===== src/rtl/imem_arbiter.sv =====
// Arbitrates per-core instruction fetches onto one synchronous single-port IMEM with 1-cycle latency.
// Define IMEM_ARB_FIXED_PRIO_EN for fixed lowest-index priority; otherwise round-robin.
module imem_arbiter #(
  parameter int NUM_CORES = 2,
  parameter int ADDR_W    = 32,
  parameter int DATA_W    = 32
) (
  input  logic                        clk,
  input  logic                        rst_n,
  input  logic [NUM_CORES-1:0]        req_valid,
  input  logic [NUM_CORES*ADDR_W-1:0] req_addr,
  input  logic [NUM_CORES-1:0]        flush,
  output logic [NUM_CORES-1:0]        req_ready,
  output logic [NUM_CORES-1:0]        rsp_valid,
  output logic [DATA_W-1:0]           rsp_data,
  output logic                        mem_en,
  output logic [ADDR_W-1:0]           mem_addr,
  input  logic [DATA_W-1:0]           mem_rdata
);

  localparam int PTR_W = $clog2(NUM_CORES);

  logic [NUM_CORES-1:0] eff_req;
  logic                 grant_any;
  logic [PTR_W-1:0]     grant_id;
  logic                 pend_valid;
  logic [PTR_W-1:0]     pend_id;

  // A flushing core has already moved to a new PC, so its request does not compete.
  assign eff_req = req_valid & ~flush;

`ifdef IMEM_ARB_FIXED_PRIO_EN
  always_comb begin
    // NOTE: every variable gets a default first so no path leaves it unassigned (no latch).
    grant_any = 1'b0;
    grant_id  = '0;
    for (int i = NUM_CORES - 1; i >= 0; i--) begin
      if (eff_req[i]) begin
        grant_any = 1'b1;
        grant_id  = PTR_W'(i);
      end
    end
  end
`else
  logic [PTR_W-1:0] rr_ptr;
  logic [PTR_W-1:0] cand;

  function automatic logic [PTR_W-1:0] wrap_add(input logic [PTR_W-1:0] base, input int step);
    int sum;
    sum = int'(base) + step;
    if (sum >= NUM_CORES) sum = sum - NUM_CORES;
    return sum[PTR_W-1:0];
  endfunction

  always_comb begin
    grant_any = 1'b0;
    grant_id  = '0;
    cand      = '0;
    for (int k = 0; k < NUM_CORES; k++) begin
      cand = wrap_add(rr_ptr, k);
      if (!grant_any && eff_req[cand]) begin
        grant_any = 1'b1;
        grant_id  = cand;
      end
    end
  end

  always_ff @(posedge clk or negedge rst_n) begin
    if (!rst_n) begin
      rr_ptr <= '0;
    end else if (grant_any) begin
      rr_ptr <= wrap_add(grant_id, 1);
    end
  end
`endif

  always_comb begin
    req_ready = '0;
    mem_en    = grant_any;
    mem_addr  = '0;
    if (grant_any) begin
      req_ready[grant_id] = 1'b1;
      mem_addr            = req_addr[int'(grant_id)*ADDR_W +: ADDR_W];
    end
  end

  // The pending register tracks whose word arrives on mem_rdata next cycle.
  always_ff @(posedge clk or negedge rst_n) begin
    if (!rst_n) begin
      pend_valid <= 1'b0;
      pend_id    <= '0;
    end else begin
      // NOTE: sequential state uses non-blocking assignment so all flops update together.
      pend_valid <= grant_any;
      pend_id    <= grant_id;
    end
  end

  always_comb begin
    rsp_valid = '0;
    rsp_data  = '0;
    if (pend_valid && !flush[pend_id]) begin
      rsp_valid[pend_id] = 1'b1;
      rsp_data           = mem_rdata;
    end
  end

endmodule


===== config.mk =====
export PLATFORM = sky130hd
export DESIGN_NAME = imem_arbiter
export DESIGN_NICKNAME = d
export VERILOG_FILES = /design/src/rtl/imem_arbiter.sv
export SDC_FILE = /design/constraint.sdc
export NUM_CORES = 1
export LEC_CHECK = 0
export CAP_MARGIN = 40
export CELL_PAD_IN_SITES_DETAIL_PLACEMENT = 1
export CELL_PAD_IN_SITES_GLOBAL_PLACEMENT = 1
export CORE_MARGIN = 2
export CORE_UTILIZATION = 14
export CTS_CLUSTER_DIAMETER = 30
export DETAILED_ROUTE_END_ITERATION = 10
export PLACE_DENSITY = 0.74
export SLEW_MARGIN = 20
export SYNTH_ARGS = -nofsm -noshare
export SYNTH_HDL_FRONTEND = slang
export SYNTH_SLANG_ARGS = --single-unit

===== constraint.sdc =====
create_clock -name clk -period 1.34 [get_ports clk]
set_clock_uncertainty 0.2 [all_clocks]
set_input_delay 0.268 -clock clk [delete_from_list [all_inputs] [get_ports clk]]
set_output_delay 0.268 -clock clk [all_outputs]
set_load 0.005 [all_outputs]

After elaboration in Yosys (flattened, before gate mapping)
Cells that the tools add are included.
{ "word_totals": {"output_inout_bits": 69, "register_bits": 3, "elab_cells": 47, "in_bits": 102} }
{ "op_classes": {"bitwise": 2, "shifts": 1, "n_reduce_logical": 6, "n_mux": 21, "n_addsub": 5, "magnitude_cmp": 9} }
{ "ops": {"columns": ["operator", "n"], "rows": [
  ["$mux W32", 2],
  ["$shiftx A64 B7 Y32", 1],
  ["$mux W1", 15],
  ["$lt A1 B2 Y1 const B", 4],
  ["$add A1 B1 Y2 const B", 2],
  ["$ge A2 B2 Y1 const B", 2],
  ["$logic_and A1 B1 Y1", 4],
  ["$mux W2", 2],
  ["$sub A1 B1 Y1 const B", 3],
  ["$and A2 B2 Y2", 1],
  ["$demux W1 S1", 2],
  ["$ge A1 B1 Y1 const B", 2],
  ["$ge A1 B2 Y1 const B", 1],
  ["$logic_not A1 Y1", 2],
  ["$not A2 Y2", 1]
]} }

Logic depth before layout (Yosys ltp)
Gate-level depths: netlist of the first run.
{ "logic_depth": {"depth_word": 13, "mapped_depth": 5, "mapped_depth_nobuf": 2} }

Worst setup path after synthesis of the first run
Ideal clock, no wire load.
{ "synth_path": {"path_kind": "reg2out", "from": "register pend_id", "to": "output rsp_data[10]", "required_time_ns": 0.872, "arrival_ns": 1.050, "path_slack_ns": -0.178, "n_path_buf": 1, "stages_incl_launch_ff": 4, "path_cell_list": "dfrtp_1 -> mux2_4 -> buf_6 -> and3b_1"} }
{ "synth_between": {"elab_chain_cells": 5} }
{ "synth_lines": {"columns": ["element", "line_no", "source"], "rows": [
  ["from (decl)", "27", "logic [PTR_W-1:0] pend_id;"],
  ["from (signal assigned)", "95", "pend_id <= grant_id;"],
  ["$mux W1 (implied by the code) (2 in a row)", "102", "if (pend_valid && !flush[pend_id]) begin"],
  ["$logic_not A1 Y1", "102", null],
  ["$logic_and A1 B1 Y1", "102", null],
  ["$mux W32", "102", null],
  ["to (decl)", "15", "output logic [DATA_W-1:0] rsp_data,"]
]} }
No other way between the ends. The select of a mux whose other input is x is not followed.

Final worst setup path of the first run
{ "layout_path": {"from": "register pend_id", "to": "output rsp_data[3]"} }
The elaborated chain is that of the path after synthesis.

==> results.toml, run 1 <==
[outcome]
outcome = "complete, but fails checks"
failed_checks = "negative setup slack"

[sta]
worstMarginPinSlew_ns = 0.223
relSlewSlack_pct = 85.2
rsz0062_at_grt = "yes"
fin_crit_ns = 2.03
slew_violations = 0
fin_ws_ns = -0.686
finalHoldViolCount = 0
tns_ns = -38.20
post-route-period-util_pct = 151
fmax_mhz = 494
finalSetupViolCount = 69

[finish]
n_antenna_cell = 0
utilization_pct = 40.5
seq_area_um2 = 77.6
layout-drive-gt1-share_pct = 48.0
synthToLayoutAreaGrowth_pct = 183
multiInputGateArea_um2 = 1390
fillerInstances = 1055
final_cell_mix = "clkdlybuf4s50_1 (97), buf_2 (69), nand3b_1 (64), buf_6 (34), and3b_1 (30)"
final_common_cell = "clkdlybuf4s50_1"
final_nets = 480

[pwr]
p_clk_share_pct = 15.9
ir_worst_vdd_mv = 0.112
combPwrFrac_pct = 76.8
leakagePower_nw = 1.69
cellPowerDensity_nw_per_um2 = 441
switching_power_mw = 0.530
p_int_mw = 1.11
seq_power_share_pct = 7.3
sw_frac_of_total_pct = 32.3

[clocking]
cts.clk_slew.worst_paths_ns = 0.03
ctsLongestPathBuffers = 2
hold_buffers = 0
insertion_delay_ns = 0.22
clock_sinks = 3
cts_buffers = 3
cts_htree_levels = 1
clockRootBuffer = "clkbuf_8"
cts_tree = "built"

[global_route]
grtUsageTotal_pct = 15.6
grt_pass1_vias = 2446
overflow = 0
grt_pass1_wl_um = 12600
grt_max_degree = 35
antenna_found_initial = 0

[synthesis]
synth.area.top_cells = "nand3b_1 (36%), and3b_1 (21%), o22ai_1 (15%)"
syn_area_per_cell_um2 = 7.62
syn_inst = 173
syn_nets = 275
yosysWarnings = 0
synth-seq-cells = 3
synth.largest_area_cell = "nand3b_1"
synth_cell_types = 16
seq_area_frac_synth_pct = 5.69
synth_top_area_share_pct = 36.4
syn_area_um2 = 1320

[route]
drt_wl_total_um = 8570
ant_nets = 0
drtIter0Drc = 21
vias = 2298
drc_errors = 0
dr.pass1.iters = 4
wl_per_cell_um = 17.6
routed_via_density = 4.71

[floorplanning]
dieArea_um2 = 10200
placementRows = 35
coreArea_um2 = 9200
start_util_pct = 14.3
io_pins = 171
die_w_um = 101
die_h_um = 101

[worst_setup_path]
startpoint_type = "flop"
arrival_ns = 1.56
cp_max_fo = 5
crit_type = "reg -> out"
cp-end-kind = "output port"
worstPathRequired_ns = 0.87

[placed_design]
dp_hpwl_um = 5730
portBuffers = 170
gp_congestion = 0.693

[run]
maxCapViolCount = 0

[min_path]
hold_class = "in -> async"
==> worst max-delay path, stage by stage (launching register included) <==
cell     delay [ns]
dfrtp_2        0.46
mux2_4         0.34
buf_6          0.13
buf_6          0.10
and3b_1        0.19
buf_2          0.11
==> final timing paths <==
kind                               endpoint  slack, ns  cells past startpoint    startpoint
worst max register to register       rr_ptr      -0.09                      5        rr_ptr
max in group asynchronous            rr_ptr       0.75                      1         rst_n
worst min-delay path                pend_id       0.03                      1         rst_n
worst max-delay path            rsp_data[3]      -0.69                      5       pend_id
worst min register to register       rr_ptr       0.49                      3        rr_ptr
min in group clk                 pend_valid       0.30                      4  req_valid[0]
==> final cells by class <==
class	instances	share of cell area, %
Tap cell	111	3.73
Timing Repair Buffer	225	55.5
Multi-Input combinational cell	144	37.4
Sequential cell	3	2.08
Clock buffer	4	1.21
Inverter	1	0.101
==> metal layers <==
layer	global-route usage (%)	share of wire (%)
met3	4.16	10
met1	17.8	39
met2	28.8	49
met4	3.64	1.3
met5	0	0
==> cells by family (layout without fill, tap and decap cells) <==
| logic type | after synthesis | after routing | share of synthesized area, % |
|---|---|---|---|
| compound gates | 33 | 33 | 15.6 |
| buf+inv | 29 | 230 | 14.4 |
| flops | 3 | 3 | 5.69 |
| mux | 1 | 4 | 1.14 |
| simple gates | 107 | 107 | 63.2 |
==> through the flow <==
stage	total power [mW]	cells	setup WS (ns)	instance area [µm²]	hold WS (ns)
finish	1.64	488	-0.686	3730	0.0333
global route	1.76	488	-0.742	3730	0.0376
CTS	1.61	485	-0.687	3620	0.0344
detailed placement	1.19	443	-1.14	3340	0.264
global placement	1.18	443	-1.13	3340	0.264
floorplan	0.550	173	-0.178	1530	-0.228
==> registers in the layout (all words and copies together) (netlist names) <==
| signal | count |
|---|---|
| pend_id | 1 |
| pend_valid | 1 |
| rr_ptr | 1 |
==> cell usage after synthesis <==
library cell / n
nor3b_1: 1
nand2b_1: 2
nor2_1: 4
inv_1: 1
dfrtp_1: 3
buf_6: 10
nand3b_1: 64
mux2_4: 1
and3b_1: 31
and3b_2: 2
o22ai_1: 32
clkbuf_1: 13
nor3b_4: 1
nand2_1: 2
buf_2: 5
a21oi_1: 1
==> power by group through the flow <==
| stage | Clock (mW) | Sequential, mW | Combinational (mW) |
|---|---|---|---|
| 5_1_grt | 0.282 | 0.122 | 1.36 |
| 6_report | 0.262 | 0.119 | 1.26 |
| 4_1_cts | 0.270 | 0.121 | 1.21 |
| 3_5_place_dp | 0 | 0.117 | 1.07 |
| 2_1_floorplan | 0 | 0.112 | 0.438 |
| 3_3_place_gp | 0 | 0.120 | 1.06 |
==> repair_timing <==
| action | in CTS | in global routing |
|---|---|---|
| endpoints found under the setup margin | 72 | 71 |
| pin swaps | 2 | 3 |
| gates resized for setup | 357 | 17 |
| setup buffers | 32 | 6 |
| gates cloned | 6 | 0 |
Power figures use the tool's default switching activity.
==> inputs of run 2 (changes only) <==
--- a/config.mk
+++ b/config.mk
@@ -8,11 +8,12 @@
 export CAP_MARGIN = 40
 export CELL_PAD_IN_SITES_DETAIL_PLACEMENT = 1
 export CELL_PAD_IN_SITES_GLOBAL_PLACEMENT = 1
-export CORE_MARGIN = 2
-export CORE_UTILIZATION = 14
+export CORE_AREA = 2 2 67 69
 export CTS_CLUSTER_DIAMETER = 30
 export DETAILED_ROUTE_END_ITERATION = 10
-export PLACE_DENSITY = 0.74
+export DIE_AREA = 0 0 69 71
+export DONT_BUFFER_PORTS = 1
+export PLACE_DENSITY = 0.66
 export SLEW_MARGIN = 20
 export SYNTH_ARGS = -nofsm -noshare
 export SYNTH_HDL_FRONTEND = slang
==> constraint.sdc (replaced) <==
create_clock -name clk -period 1.34 [get_ports clk]
set_clock_uncertainty 0.2 [all_clocks]
set_input_delay 0.335 -clock clk [delete_from_list [all_inputs] [get_ports clk]]
set_output_delay 0.335 -clock clk [all_outputs]
set_load 0.005 [all_outputs]
==> results.toml, run 2 (synthesis gave the netlist of run 1 again) <==
[run]
maxCapViolCount = 0

[pwr]
power.total_mw = 0.970
sw_frac_of_total_pct = 36.1
p_clk_share_pct = 27.8
ir_worst_vdd_mv = 0.188
p_int_mw = 0.620
leakagePower_nw = 0.687
switching_power_mw = 0.350
cellPowerDensity_nw_per_um2 = 527
seq_power_share_pct = 11.8
combPwrFrac_pct = 60.4

[finish]
final_common_cell = "nand3b_1"
final_nets = 271
n_antenna_cell = 0
top_regs = "pend_id (1), pend_valid (1), rr_ptr (1)"
fin_area_um2 = 1840
layout-drive-gt1-share_pct = 38.1
final_cell_mix = "nand3b_1 (64), and3b_1 (28), o22ai_2 (23), o22ai_4 (9), buf_6 (6)"
synthToLayoutAreaGrowth_pct = 39.4

[route]
drc_errors = 0
wl_per_cell_um = 24.9
routed_via_density = 6.84
drt_wl_total_um = 5470
dr.pass1.iters = 4
ant_nets = 0
vias = 1505
drtIter0Drc = 22

[floorplanning]
start_util_pct = 31.4
coreArea_um2 = 4200
dieArea_um2 = 4900
io_pins = 171
placementRows = 24
die_h_um = 71
die_w_um = 69

[placed_design]
dp_slack_ns = -0.268
gp_congestion = 0.661
dpl_cell_area_um2 = 1480
portBuffers = 0

[worst_setup_path]
crit_start = "pend_id"
crit_chain = "mux2_4 -> and3b_1"
cp_max_fo = 16
crit_type = "reg -> out"
worstPathRequired_ns = 0.81
startpoint_type = "flop"
cp-end-kind = "output port"
arrival_ns = 1.28
slowest_delay_ns = 0.41
critical_path.slowest_cell = "dfrtp_1"
reg2reg_from = "rr_ptr"

[min_path]
hold_class = "in -> async"

[sta]
fin_crit_ns = 1.81
fin_ws_ns = -0.475
post-route-period-util_pct = 135
relSlewSlack_pct = 85.3
finalSetupViolCount = 68
finalHoldViolCount = 0
slew_violations = 0
rsz0062_at_grt = "yes"
worstMarginPinSlew_ns = 0.221
fmax_mhz = 551

[global_route]
overflow = 0
grt_pass1_vias = 1448
grt_pass1_wl_um = 7200
grt_max_degree = 38
grtUsageTotal_pct = 17.6
antenna_found_initial = 0

[clocking]
cts_htree_levels = 1
cts.clk_slew.worst_paths_ns = 0.03
cts_buffers = 3
insertion_delay_ns = 0.22
cts_tree = "built"
ctsLongestPathBuffers = 2
clock_sinks = 3
clockRootBuffer = "clkbuf_8"

[outcome]
failed_checks = "negative setup slack"
outcome = "complete, but fails checks"
-- run 2: layer usage --
| layer | track usage [%] | share of wire, % | up-vias |
|---|---|---|---|
| met2 | 37.0 | 56 | 118 |
| met3 | 3.85 | 8.3 | 6 |
| met5 | 0 | 0 | - |
| met4 | 2.61 | 0.55 | 0 |
| met1 | 17.9 | 35 | 732 |
| li1 | - | - | 649 |
-- run 2: power by group through the flow --
stage | logic, mW | registers, mW | clock network, mW
global placement | 0.415 | 0.113 | 0
finish | 0.585 | 0.114 | 0.270
CTS | 0.491 | 0.114 | 0.273
detailed placement | 0.432 | 0.114 | 0
global route | 0.623 | 0.116 | 0.283
floorplan | 0.444 | 0.113 | 0
-- run 2: metrics by stage --
step	utilization, %	TNS, ns	hold WS, ns	cells
finish	43.7	-30.76	0.177	220
global route	43.7	-34.17	0.182	220
CTS	39.5	-30.37	0.167	215
detailed placement	35.3	-16.07	-0.160	204
global placement	35.3	-13.96	-0.160	204
floorplan	-	-15.66	-0.161	173
-- run 2: path summary, 6_finish.rpt --
kind                                end  slack [ns]  cells after the start
setup / recovery           rsp_data[27]       -0.47                      2
hold reg to reg                  rr_ptr        0.38                      2
min in group clk                pend_id        0.18                      2
max in group asynchronous       pend_id        0.61                      1
hold / removal                   rr_ptr        0.18                      1
setup reg to reg                 rr_ptr        0.08                      3
-- run 2: final cells by class --
class	instances	area, µm²
clock buffer	4	45.0
multi-input combinational	142	1370
inverter	1	3.75
sequential	3	75.1
timing repair buffer	18	280
fill	482	2370
tap	52	65.1
-- run 2: critical path, delay by kind of cell, from the launching register on --
family	cells	cell delay [ns]
simple gates	1	0.27
mux	1	0.38
flops	1	0.41
-- run 2: what timing repair did --
action	CTS	global route
buffers inserted	5	2
endpoints found under the hold margin	3	0
hold buffers	1	0
endpoints found under the setup margin	68	68
cloned	2	5
resized for setup	12	16
pin swaps	3	3
